<file path="config.mk">
export PLATFORM = sky130hd
export DESIGN_NAME = hazard_ctrl_flat
export DESIGN_NICKNAME = d
export VERILOG_FILES = /design/src/rtl/hazard_ctrl_pkg.sv /design/src/rtl/hazard_ctrl_if.sv /design/src/rtl/hazard_ctrl_md_busy_counter.sv /design/src/rtl/hazard_ctrl.sv /design/src/flat_wrapper.sv
export SDC_FILE = /design/constraint.sdc
export NUM_CORES = 1
export LEC_CHECK = 0
export ABC_AREA = 1
export CAP_MARGIN = 0
export CORE_MARGIN = 5
export CORE_UTILIZATION = 47
export DETAILED_ROUTE_END_ITERATION = 12
export GPL_ROUTABILITY_DRIVEN = 0
export PLACE_DENSITY = 0.91
export SLEW_MARGIN = 5
export SYNTH_ARGS = -nofsm -noshare
export SYNTH_HDL_FRONTEND = slang
export SYNTH_HIERARCHICAL = 1
export SYNTH_SLANG_ARGS = --single-unit
</file>
<file path="constraint.sdc">
create_clock -name clk -period 2.5 [get_ports clk]
set_input_delay 0.375 -clock clk [delete_from_list [all_inputs] [get_ports clk]]
set_output_delay 0.375 -clock clk [all_outputs]
set_load 0.005 [all_outputs]
</file>
<file path="src/rtl/hazard_ctrl_pkg.sv">
// Shared types and constants for the pipeline hazard/sequencing unit.
// Holds the FSM state encoding, the mult/div latency default and the
// register-zero constant, plus a small operand-match helper.
package hazard_ctrl_pkg;

  typedef enum logic [1:0] {
    RUN      = 2'd0,
    LU_STALL = 2'd1,
    MEM_HOLD = 2'd2
  } state_e;

  localparam int         MD_LATENCY_DEF = 8;
  localparam int         MD_CNT_W       = 4;
  localparam logic [4:0] REG_ZERO       = 5'd0;

  // True when the ID instruction actually reads a register equal to the EX destination.
  function automatic logic reg_match(input logic uses, input logic [4:0] id_reg,
                                     input logic [4:0] ex_reg);
    return uses && (id_reg == ex_reg);
  endfunction

endpackage

</file>
<file path="src/rtl/hazard_ctrl_if.sv">
// Bundle of hazard-detection inputs and pipeline-control outputs.
// The master side is the pipeline (drives hazard info, receives enables),
// the slave side is the hazard controller itself.
interface hazard_ctrl_if #(
  parameter int CNT_W = 16
);
  logic [4:0]       IdRs;
  logic [4:0]       IdRt;
  logic             IdUsesRs;
  logic             IdUsesRt;
  logic             IdMdRead;
  logic             ExMemRead;
  logic [4:0]       ExAw;
  logic             ExMdStart;
  logic             ExBranchTaken;
  logic             MemWait;
  logic             PcWr;
  logic             IfIdWr;
  logic             IfIdFlush;
  logic             IdExFlush;
  logic             ExMemWr;
  logic             MemWbFlush;
  logic             MdBusy;
  logic [CNT_W-1:0] StallCnt;

  modport master (
    output IdRs, IdRt, IdUsesRs, IdUsesRt, IdMdRead, ExMemRead, ExAw,
           ExMdStart, ExBranchTaken, MemWait,
    input  PcWr, IfIdWr, IfIdFlush, IdExFlush, ExMemWr, MemWbFlush,
           MdBusy, StallCnt
  );

  modport slave (
    input  IdRs, IdRt, IdUsesRs, IdUsesRt, IdMdRead, ExMemRead, ExAw,
           ExMdStart, ExBranchTaken, MemWait,
    output PcWr, IfIdWr, IfIdFlush, IdExFlush, ExMemWr, MemWbFlush,
           MdBusy, StallCnt
  );

endinterface

</file>
<file path="src/rtl/hazard_ctrl_md_busy_counter.sv">
// Tracks how long the mult/div unit stays busy after a start.
// Latency: busy rises the cycle after a start and lasts MD_LATENCY cycles.
// A start is ignored while memory holds EX; the count keeps draining regardless.
module md_busy_counter
  import hazard_ctrl_pkg::*;
#(
  parameter int MD_LATENCY = MD_LATENCY_DEF
) (
  input  logic clk,
  input  logic rst_n,
  input  logic i_start,
  input  logic i_mem_wait,
  output logic o_busy
);

  logic [MD_CNT_W-1:0] r_md_cnt;

  // Load on a start that really leaves EX, otherwise count down to zero.
  always_ff @(posedge clk or negedge rst_n) begin
    if (!rst_n) begin
      r_md_cnt <= '0;
    end else if (i_start && !i_mem_wait) begin
      r_md_cnt <= MD_CNT_W'(MD_LATENCY);
    end else if (r_md_cnt != '0) begin
      r_md_cnt <= r_md_cnt - 1'b1;
    end
  end

  assign o_busy = (r_md_cnt != '0);

endmodule

</file>
<file path="src/rtl/hazard_ctrl.sv">
// Pipeline sequencing: load-use / mult-div stalls, memory-wait freeze, branch flush.
// Latency: all enables/flushes are combinational from state and inputs.
// Memory wait freezes everything upstream of MEM and defers any branch redirect.
module hazard_ctrl
  import hazard_ctrl_pkg::*;
#(
  parameter int MD_LATENCY = MD_LATENCY_DEF,
  parameter int CNT_W      = 16
) (
  input  logic         clk,
  input  logic         rst_n,
  hazard_ctrl_if.slave bus
);

  state_e           r_state;
  state_e           w_next_state;
  logic [CNT_W-1:0] r_stall_cnt;
  logic             w_md_busy;
  logic             w_lu;
  logic             w_md;
  logic             w_pc_wr;
  logic             w_ifid_wr;
  logic             w_ifid_flush;
  logic             w_idex_flush;
  logic             w_exmem_wr;
  logic             w_memwb_flush;

  md_busy_counter #(
    .MD_LATENCY(MD_LATENCY)
  ) u_md (
    .clk       (clk),
    .rst_n     (rst_n),
    .i_start   (bus.ExMdStart),
    .i_mem_wait(bus.MemWait),
    .o_busy    (w_md_busy)
  );

  // In LU_STALL the EX slot holds the inserted bubble, so a load-use match is
  // stale and must not stretch the stall beyond one cycle.
  assign w_lu = bus.ExMemRead && (bus.ExAw != REG_ZERO) && (r_state != LU_STALL) &&
                (reg_match(bus.IdUsesRs, bus.IdRs, bus.ExAw) ||
                 reg_match(bus.IdUsesRt, bus.IdRt, bus.ExAw));

  // A start in EX this cycle counts as busy for the instruction behind it.
  assign w_md = bus.IdMdRead && (w_md_busy || bus.ExMdStart);

  // Prioritised pipeline control and next-state selection.
  always_comb begin
    w_pc_wr       = 1'b1;
    w_ifid_wr     = 1'b1;
    w_ifid_flush  = 1'b0;
    w_idex_flush  = 1'b0;
    w_exmem_wr    = 1'b1;
    w_memwb_flush = 1'b0;
    w_next_state  = RUN;
    if (!rst_n) begin
      w_pc_wr       = 1'b0;
      w_ifid_wr     = 1'b0;
      w_exmem_wr    = 1'b0;
      w_ifid_flush  = 1'b1;
      w_idex_flush  = 1'b1;
      w_memwb_flush = 1'b1;
    end else if (bus.MemWait) begin
      w_pc_wr       = 1'b0;
      w_ifid_wr     = 1'b0;
      w_exmem_wr    = 1'b0;
      w_memwb_flush = 1'b1;
      w_next_state  = MEM_HOLD;
    end else if (bus.ExBranchTaken) begin
      w_ifid_flush  = 1'b1;
      w_idex_flush  = 1'b1;
    end else if (w_lu || w_md) begin
      w_pc_wr       = 1'b0;
      w_ifid_wr     = 1'b0;
      w_idex_flush  = 1'b1;
      w_next_state  = w_lu ? LU_STALL : RUN;
    end
  end

  // State register; reset always lands in RUN with an empty pipe.
  always_ff @(posedge clk or negedge rst_n) begin
    if (!rst_n) begin
      r_state <= RUN;
    end else begin
      r_state <= w_next_state;
    end
  end

  // Saturating count of cycles in which the PC did not advance.
  always_ff @(posedge clk or negedge rst_n) begin
    if (!rst_n) begin
      r_stall_cnt <= '0;
    end else if (!w_pc_wr && (r_stall_cnt != {CNT_W{1'b1}})) begin
      r_stall_cnt <= r_stall_cnt + 1'b1;
    end
  end

  assign bus.PcWr       = w_pc_wr;
  assign bus.IfIdWr     = w_ifid_wr;
  assign bus.IfIdFlush  = w_ifid_flush;
  assign bus.IdExFlush  = w_idex_flush;
  assign bus.ExMemWr    = w_exmem_wr;
  assign bus.MemWbFlush = w_memwb_flush;
  assign bus.MdBusy     = w_md_busy;
  assign bus.StallCnt   = r_stall_cnt;

endmodule

</file>
<file path="src/flat_wrapper.sv">
// flat-port wrapper written by rule: the top's interface ports become plain ports
module hazard_ctrl_flat import hazard_ctrl_pkg::*;
#(
  parameter int MD_LATENCY = MD_LATENCY_DEF,
  parameter int CNT_W      = 16
)
  (clk, rst_n, bus_IdRs, bus_IdRt, bus_IdUsesRs, bus_IdUsesRt, bus_IdMdRead, bus_ExMemRead, bus_ExAw, bus_ExMdStart, bus_ExBranchTaken, bus_MemWait, bus_PcWr, bus_IfIdWr, bus_IfIdFlush, bus_IdExFlush, bus_ExMemWr, bus_MemWbFlush, bus_MdBusy, bus_StallCnt);
  hazard_ctrl_if #(.CNT_W(CNT_W)) bus_i ();
  input  logic clk;
  input  logic rst_n;
  input wire logic [$bits(bus_i.IdRs)-1:0] bus_IdRs;
  input wire logic [$bits(bus_i.IdRt)-1:0] bus_IdRt;
  input wire logic [$bits(bus_i.IdUsesRs)-1:0] bus_IdUsesRs;
  input wire logic [$bits(bus_i.IdUsesRt)-1:0] bus_IdUsesRt;
  input wire logic [$bits(bus_i.IdMdRead)-1:0] bus_IdMdRead;
  input wire logic [$bits(bus_i.ExMemRead)-1:0] bus_ExMemRead;
  input wire logic [$bits(bus_i.ExAw)-1:0] bus_ExAw;
  input wire logic [$bits(bus_i.ExMdStart)-1:0] bus_ExMdStart;
  input wire logic [$bits(bus_i.ExBranchTaken)-1:0] bus_ExBranchTaken;
  input wire logic [$bits(bus_i.MemWait)-1:0] bus_MemWait;
  output wire logic [$bits(bus_i.PcWr)-1:0] bus_PcWr;
  output wire logic [$bits(bus_i.IfIdWr)-1:0] bus_IfIdWr;
  output wire logic [$bits(bus_i.IfIdFlush)-1:0] bus_IfIdFlush;
  output wire logic [$bits(bus_i.IdExFlush)-1:0] bus_IdExFlush;
  output wire logic [$bits(bus_i.ExMemWr)-1:0] bus_ExMemWr;
  output wire logic [$bits(bus_i.MemWbFlush)-1:0] bus_MemWbFlush;
  output wire logic [$bits(bus_i.MdBusy)-1:0] bus_MdBusy;
  output wire logic [$bits(bus_i.StallCnt)-1:0] bus_StallCnt;
  assign bus_i.IdRs = bus_IdRs;
  assign bus_i.IdRt = bus_IdRt;
  assign bus_i.IdUsesRs = bus_IdUsesRs;
  assign bus_i.IdUsesRt = bus_IdUsesRt;
  assign bus_i.IdMdRead = bus_IdMdRead;
  assign bus_i.ExMemRead = bus_ExMemRead;
  assign bus_i.ExAw = bus_ExAw;
  assign bus_i.ExMdStart = bus_ExMdStart;
  assign bus_i.ExBranchTaken = bus_ExBranchTaken;
  assign bus_i.MemWait = bus_MemWait;
  assign bus_PcWr = bus_i.PcWr;
  assign bus_IfIdWr = bus_i.IfIdWr;
  assign bus_IfIdFlush = bus_i.IfIdFlush;
  assign bus_IdExFlush = bus_i.IdExFlush;
  assign bus_ExMemWr = bus_i.ExMemWr;
  assign bus_MemWbFlush = bus_i.MemWbFlush;
  assign bus_MdBusy = bus_i.MdBusy;
  assign bus_StallCnt = bus_i.StallCnt;
  hazard_ctrl #(.MD_LATENCY(MD_LATENCY), .CNT_W(CNT_W)) u_core (.clk(clk), .rst_n(rst_n), .bus(bus_i));
endmodule
</file>
==> metrics.md, run 1 <==
| Metric | Value |
|---|---|
| Total wire length | 3614 um |
| RSZ-0062 raised after global routing | no |
| Die Wd | 67.48 um |
| Psw | 0.4327 mW |
| Crit path kind | input pin to primary output |
| Max-Cap Viols | 0 |
| Clock-pin slew on the worst setup and hold paths | 110 ps |
| Top FF cell, synth | dfrtp_1 |
| Top-area cell type share of the netlist area | 35.46% |
| Slew HR | 77.72% |
| Largest area contributor in the netlist | dfrtp_1 |
| DRT iter0 DRCs | slightly below 60 |
| Mapped Avg Cell Area | 6.871 um2 |
| Met2 usage in global routing | 29.77% |
| Largest net degree at the start of global routing | 24 |
| Die Span Y | 67.48 um |
| Clk_lat worst skew | 310 ps |
| Internal power | 0.7684 mW |
| Final setup violation count | 0 |
| GRT met1 Usage | between 20 and 25% |
| Buf/Inv on CP | 3 |
| Clk pwr share | 13.1% |
| Async SR Flop Fraction | 100.0% |
| Sequential power share | 44.2% |
| CTS tree | yes |
| Cell variety after synth | 24 |
| CP top delay family | buffers and inverters |
| Worst min-delay path class | input pin to async pin |
| Hpwl dp | approximately 2900 um |
| Data required, critical path | 2120 ps |
| Core Region | 0.003103 mm2 |
| CP Launch Type | input pin |
| Port bufs | 46 |
| Htree depth | 1 |
| Placed inst area | between 0.002 and 0.0025 mm2 |
| Worst path max stage delay | 490 ps |
| GRT busiest layer | met2 |
| Drt drc | 0 |
| Fin crit share | 88.18% |
| Outcome | finished, final reports clean |
| Root Driver | clkbuf_4 |
| Most frequent cell after synthesis | nand2_1 |
| Pwr Total | 1.201 mW |
| Combinational share of power | 42.7% |
| CTS Buffer Depth | 2 |
| Util after Layout | roughly two thirds |
| Design Area, Final | 0.002101 mm2 |
| Area of the die | 0.004553 mm2 |
| F_max | 453.6 MHz |
| VDD IR max | just over 0.6 mV |
| Synthesized instance count | ~230 |
| Layout Cells excl Fill | approximately 320 |
| Met3 Use GR | 2.995% |
| Number of cells on the critical path | 12 |
| FF-to-FF path depth | 11 |
| Critical Path AT | between 1500 and 2000 ps |
| Vias per cell | between 4 and 5 |
| Setup bufs post-CTS | 0 |
| Crit-path max FO | 3 |
| Top cells by area, synth | dfrtp_1 (35%), nand2_1 (21%), nand3_1 (8.4%) |
| Synth Cell Area | 0.001553 mm2 |
| Minimum clock period | 2205 ps |
| CTS Buf Count | 3 |
| Global-route wire length before repair | roughly 6000 um |
| Vias in the first global route | 1408 |
| Commonest cells in the netlist | nand2_1 (86), inv_1 (26), nand3_1 (26) |
| Sequential fraction of the synthesis area | 35.46% |
| First-pass iteration count of the detailed router | 4 |
| Ys Warns | 6 |
| Pleak | 1.104 nW |
| Pwr dens | 571.7 mW/mm2 |
| Avg WL per Cell | 11.40 um |
| CTS Sinks | 22 |
| Initial Util | 50.04% |
| Net Sw Frac | 36.03% |
| Tightest Pin Transition | 331.6 ps |
| Max-slew violations | 0 |
| Post-route ant nets | 0 |
| Dpl cells | 314 |
| Hold Buf Count CTS | 0 |
| CP max-delay cell | clkdlybuf4s50_1 |
| Post-synth EDFFs | 0 |
| Area Growth Syn to Fin | 35.29% |
| Total global routing overflow | 0 |
| Ports | 47 |
| Row cnt | 20 |
| Initial antenna violation count | 0 |
| Net count after synthesis | 253 |
| Final Skew | 2.290 ps |
| Yosys reg bits | 22 |
| Critical path, cell by cell | clkdlybuf4s50_1 -> inv_1 -> nand2_1 -> nand2_1 -> nor2_1 -> nand3_1 -> nand2_1 -> nand2_1 -> nand2_1 -> nor2_1 -> o21ai_0 -> dlygate4sd2_1 |
| Vias post-DR | 1521 |
| Diodes inserted | 0 |
| Final hold violation count | 0 |
| Layout cells sized above 1 | 8.059% |
| Critical Path End Type | primary output |
| Nets | 302 |
| Most common cell on crit path | nand2_1 |
| WHS | 568.7 ps |
| Overall routing resource usage | between 10% and 20% |
==> power groups by stage <==
| stage | logic [mW] | registers, mW | clock network (mW) |
|---|---|---|---|
| 6_report | 0.513 | 0.531 | 0.157 |
| 2_1_floorplan | 0.288 | 0.521 | 0 |
| 3_5_place_dp | 0.498 | 0.534 | 0 |
| 5_1_grt | 0.585 | 0.549 | 0.174 |
| 3_3_place_gp | 0.478 | 0.531 | 0 |
| 4_1_cts | 0.517 | 0.529 | 0.162 |
==> worst paths after layout <==
path	to	startpoint	slack [ps]
max	bus_IdExFlush	bus_ExAw[4]	300
min	u_core/bus.StallCnt[7]	rst_n	570
max reg2reg	u_core/bus.StallCnt[1]	u_core/bus.StallCnt[0]	330
min reg2reg	u_core/u_md/r_md_cnt[3]	u_core/u_md/r_md_cnt[3]	570
max in group asynchronous	u_core/u_md/r_md_cnt[1]	rst_n	1710
min in group clk	u_core/u_md/r_md_cnt[3]	u_core/u_md/r_md_cnt[3]	570
==> per-layer routing <==
layer / share of wire, % / vias to the layer above
met5: 0 / -
met4: 1.5 / 0
met3: 4.9 / 5
met2: 48 / 39
met1: 46 / 681
li1: - / 796
==> metrics by stage <==
stage               setup WS, ps  setup TNS (ps)
floorplan                  472.4               0
global placement           12.20               0
detailed placement        -9.538          -9.538
CTS                        7.026               0
global route               86.39               0
finish                     295.4               0
==> flip-flops by register name (all words and copies together) (netlist names) <==
register	count
u_core/bus.StallCnt	16
u_core/u_md/r_md_cnt	4
u_core/r_state	2
==> worst reg2reg max path, stage by stage, from the launching register on <==
cell     delay [ps]
dfrtp_1         470
ha_1            230
nand3_1         150
nor2_2          180
nand3_2         130
nor2_4          130
nand3_2         110
nor2_4          120
nand3_4         190
nand2_4         250
nand2_1         100
nand2_1          60
==> cells by family after synthesis <==
logic type,count (synthesis),synth area share (%)
AOI/OAI and AO/OA,3,0.9667
and+or+nand+nor,151,43.92
xor gates and xnor gates,15,8.461
DFF,22,35.46
adders and majority gates,3,2.418
buffers and inverters,32,8.783
==> cells in the final DEF, fill, tap and decap left out <==
master and count:
nand2_2 2, o21ai_0 3, clkbuf_4 3, ha_1 2, nor2_4 2, ha_4 1
nand3_2 2, xnor2_1 9, nand3b_1 1, nand3_4 1, dlygate4sd2_1 1, clkdlybuf4s50_1 40
inv_2 5, dlymetal6s2s_1 5, nand2_1 85, nor2_1 21, inv_1 23, nand4_1 4
xor2_1 6, nor4_1 1, nand2_4 2, nor3_1 2, nor2_2 2, dfrtp_1 22
nand3_1 26, buf_4 2
==> final cells by class <==
cell class | count | area (um2)
Sequential cell | 22 | 550.5
Timing Repair Buffer | 48 | 486.7
Multi-Input combinational cell | 172 | 880.8
Inverter | 28 | 105.1
Fill cell | 269 | 1002
Clock buffer | 3 | 22.52
Tap cell | 44 | 55.05
==> repair_timing <==
| action | 4_1_cts | 5_1_grt |
|---|---|---|
| endpoints found under the setup margin | 3 | 2 |
| gates resized for setup | 3 | 9 |
| pin swaps | 1 | 0 |
Power figures use the tool's default switching activity.
==> run 2, diff against run 1 <==
Settings changed: CORE_UTILIZATION 47 to 42, PLACE_DENSITY 0.91 to 0.87.
Clock period 2.5 ns to 1.77 ns, I/O delays scaled along.
==> run 2 against run 1 <==
Cell count increased by 14%. Critical path type is now flip-flop to flip-flop. The run now ends with setup timing left. Sequential power increased by 34%. Clock power increased by 130%. Global-route usage decreased by 0.53 points. Worst setup slack got worse by 310 ps. First-iteration DRC count increased by 14%. Largest power group is now combinational cells. Clock skew increased by 3.2 ps. Largest cell class unchanged. Critical path depth decreased by 1. Combinational power increased by 140%.
==> metrics.md, run 2 (synthesis results as in run 1) <==
| Metric | Value |
|---|---|
| WHS | 237.5 ps |
| Row cnt | 22 |
| CTS Buf Count | 3 |
| Setup ws final | -14.25 ps |
| Crit-path max FO | 5 |
| Overall routing resource usage | about 17% |
| Met2 usage in global routing | 30.59% |
| Htree depth | 1 |
| CTS tree | yes |
| Layout cells sized above 1 | 27.24% |
| Util after Layout | 69.97% |
| Core Region | 0.003633 mm2 |
| Dpl cells | 348 |
| Critical Path AT | 1940 ps |
| Die Wd | 70.80 um |
| Die Span Y | 70.80 um |
| RSZ-0062 raised after global routing | yes |
| Avg WL per Cell | 12.44 um |
| Total global routing overflow | 0 |
| Drt drc | 0 |
| # fillers | 300 |
| R2R setup slack | -10 ps |
| F_max | 560.5 MHz |
| Initial Util | between 40 and 50% |
| Max-Cap Viols | 0 |
| Global-route wire length before repair | 7100 um |
| CTS Buffer Depth | 2 |
| Root Driver | clkbuf_8 |
| Vias post-DR | 1741 |
| GRT met1 Usage | 21.23% |
| Worst min-delay path class | input pin to async pin |
| CTS Sinks | 22 |
| Most common cell after layout, fill and taps aside | nand2_1 |
| R2R Path Start | u_core/bus.StallCnt[0] |
| Final hold violation count | 0 |
| Largest net degree at the start of global routing | 24 |
| Ports | 47 |
| Tightest Pin Transition | 344.8 ps |
| Clock-pin slew on the worst setup and hold paths | ~80 ps |
| Diodes inserted | 0 |
| Failing checks | setup timing |
| Clk_lat worst skew | 260 ps |
| Initial antenna violation count | 0 |
| Area of the die | 0.005013 mm2 |
| Final Skew | 5.498 ps |
| Data required, critical path | 1930 ps |
| Fin crit share | 100.8% |
| GRT busiest layer | met2 |
| Vias per cell | slightly below 5 |
| Final setup violation count | 9 |
| Minimum clock period | 1784 ps |
| Worst Setup SP | u_core/bus.StallCnt[0] |
| Critical R2R Capture | u_core/bus.StallCnt[3] |
| DRT iter0 DRCs | 67 |
| Total wire length | ~4500 um |
| CP Launch Type | flip-flop |
| Crit path kind | flip-flop to flip-flop |
| First-pass iteration count of the detailed router | 4 |
| Pwr dens | a little over 900 mW/mm2 |
| Met3 Use GR | 2.699% |
| Vias in the first global route | between 1500 and 2000 |
| Max-slew violations | 0 |
| Pleak | 1.337 nW |
| Critical Path End Type | flip-flop |
| FF-to-FF path depth | 11 |
| Area Growth Syn to Fin | 63.74% |
| Hpwl dp | 3046 um |
| Most frequent cells in the layout | nand2_1 (84), buf_4 (37), clkdlybuf4s50_1 (22), inv_1 (22), dfrtp_1 (22) |
| Outcome | finished with violations |
| Post-route ant nets | 0 |
| VDD IR max | 0.8451 mV |
| Max FFs per register | 16 |
| Layout Cells excl Fill | 360 |
| Nets | 340 |
| Slew HR | 76.83% |
| Port bufs | 46 |
| Crit path to | u_core/bus.StallCnt[3] |
## run 2: cell types whose count changed in the layout (fill, tap and decap cells not counted), moves of 4 or more
cell and delta:
buf_4 +35, buf_6 +5, clkbuf_8 +4, clkdlybuf4s50_1 -18, dlygate4sd2_1 +16, nand3_1 -16
nand3_2 +15
## run 2: layout make-up
cell class	count	area, um2	area share (%)
multi-input cells	172	1013	39.86
repair buffers	86	758.2	29.82
flip-flops and latches	22	550.5	21.65
inverters	28	105.1	4.134
well taps	48	60.06	2.362
clock buffers	4	55.05	2.165
## run 2: report_power, final
part	switching (mW)	internal [mW]	total [mW]
Combinational	0.541	0.704	1.25
Clock	0.166	0.198	0.364
Sequential	0.0975	0.612	0.709
## run 2: per-stage QoR
stage | power (mW) | TNS, ps | setup slack [ps] | area [um2]
finish | 2.319 | -51.12 | -14.25 | 2542
global route | 2.504 | -2081 | -135.3 | 2542
CTS | 2.081 | 0 | 3.786 | 2359
detailed placement | 1.708 | -7395 | -522.1 | 2297
global placement | 1.673 | -7138 | -512.7 | 2297
floorplan | 1.156 | -523.0 | -51.83 | 1578
## run 2: worst max-delay path, stage by stage (launching register included)
cell     delay [ps]
dfrtp_1         400
ha_4            170
nand3_4          90
nor2_4          100
nand3_2         100
nor2_4          140
nand3_2         100
nor2_4          150
nand3_4         140
buf_6           180
nand3_2          60
nand2_1          50
## run 2: repair_timing
action | in CTS | in global routing
setup buffers | 3 | 6
cloned | 0 | 0
setup endpoints to repair | 23 | 20
hold buffers | 0 | 0
pin swaps | 7 | 32
gates resized for setup | 36 | 32
## run 2: routing by layer
| metal | up-vias | part of all wire [%] | wire [um] |
|---|---|---|---|
| li1 | 874 | - | - |
| met1 | 833 | 42 | 1888 |
| met2 | 32 | 54 | 2408 |
| met3 | 2 | 3.2 | 144 |
| met4 | 0 | 0.80 | 36 |
| met5 | - | 0 | 0 |
## run 2: worst min-delay path by stage
stage / from / to / slack [ps] / cells past startpoint
floorplan: rst_n / u_core/bus.StallCnt[0] / -30 / 0
global placement: u_core/u_md/r_md_cnt[3] / u_core/u_md/r_md_cnt[3] / 530 / 2
detailed placement: u_core/u_md/r_md_cnt[3] / u_core/u_md/r_md_cnt[3] / 550 / 2
CTS: rst_n / u_core/r_state[1] / 260 / 3
global route: rst_n / u_core/r_state[1] / 280 / 3
finish: rst_n / u_core/r_state[1] / 240 / 3
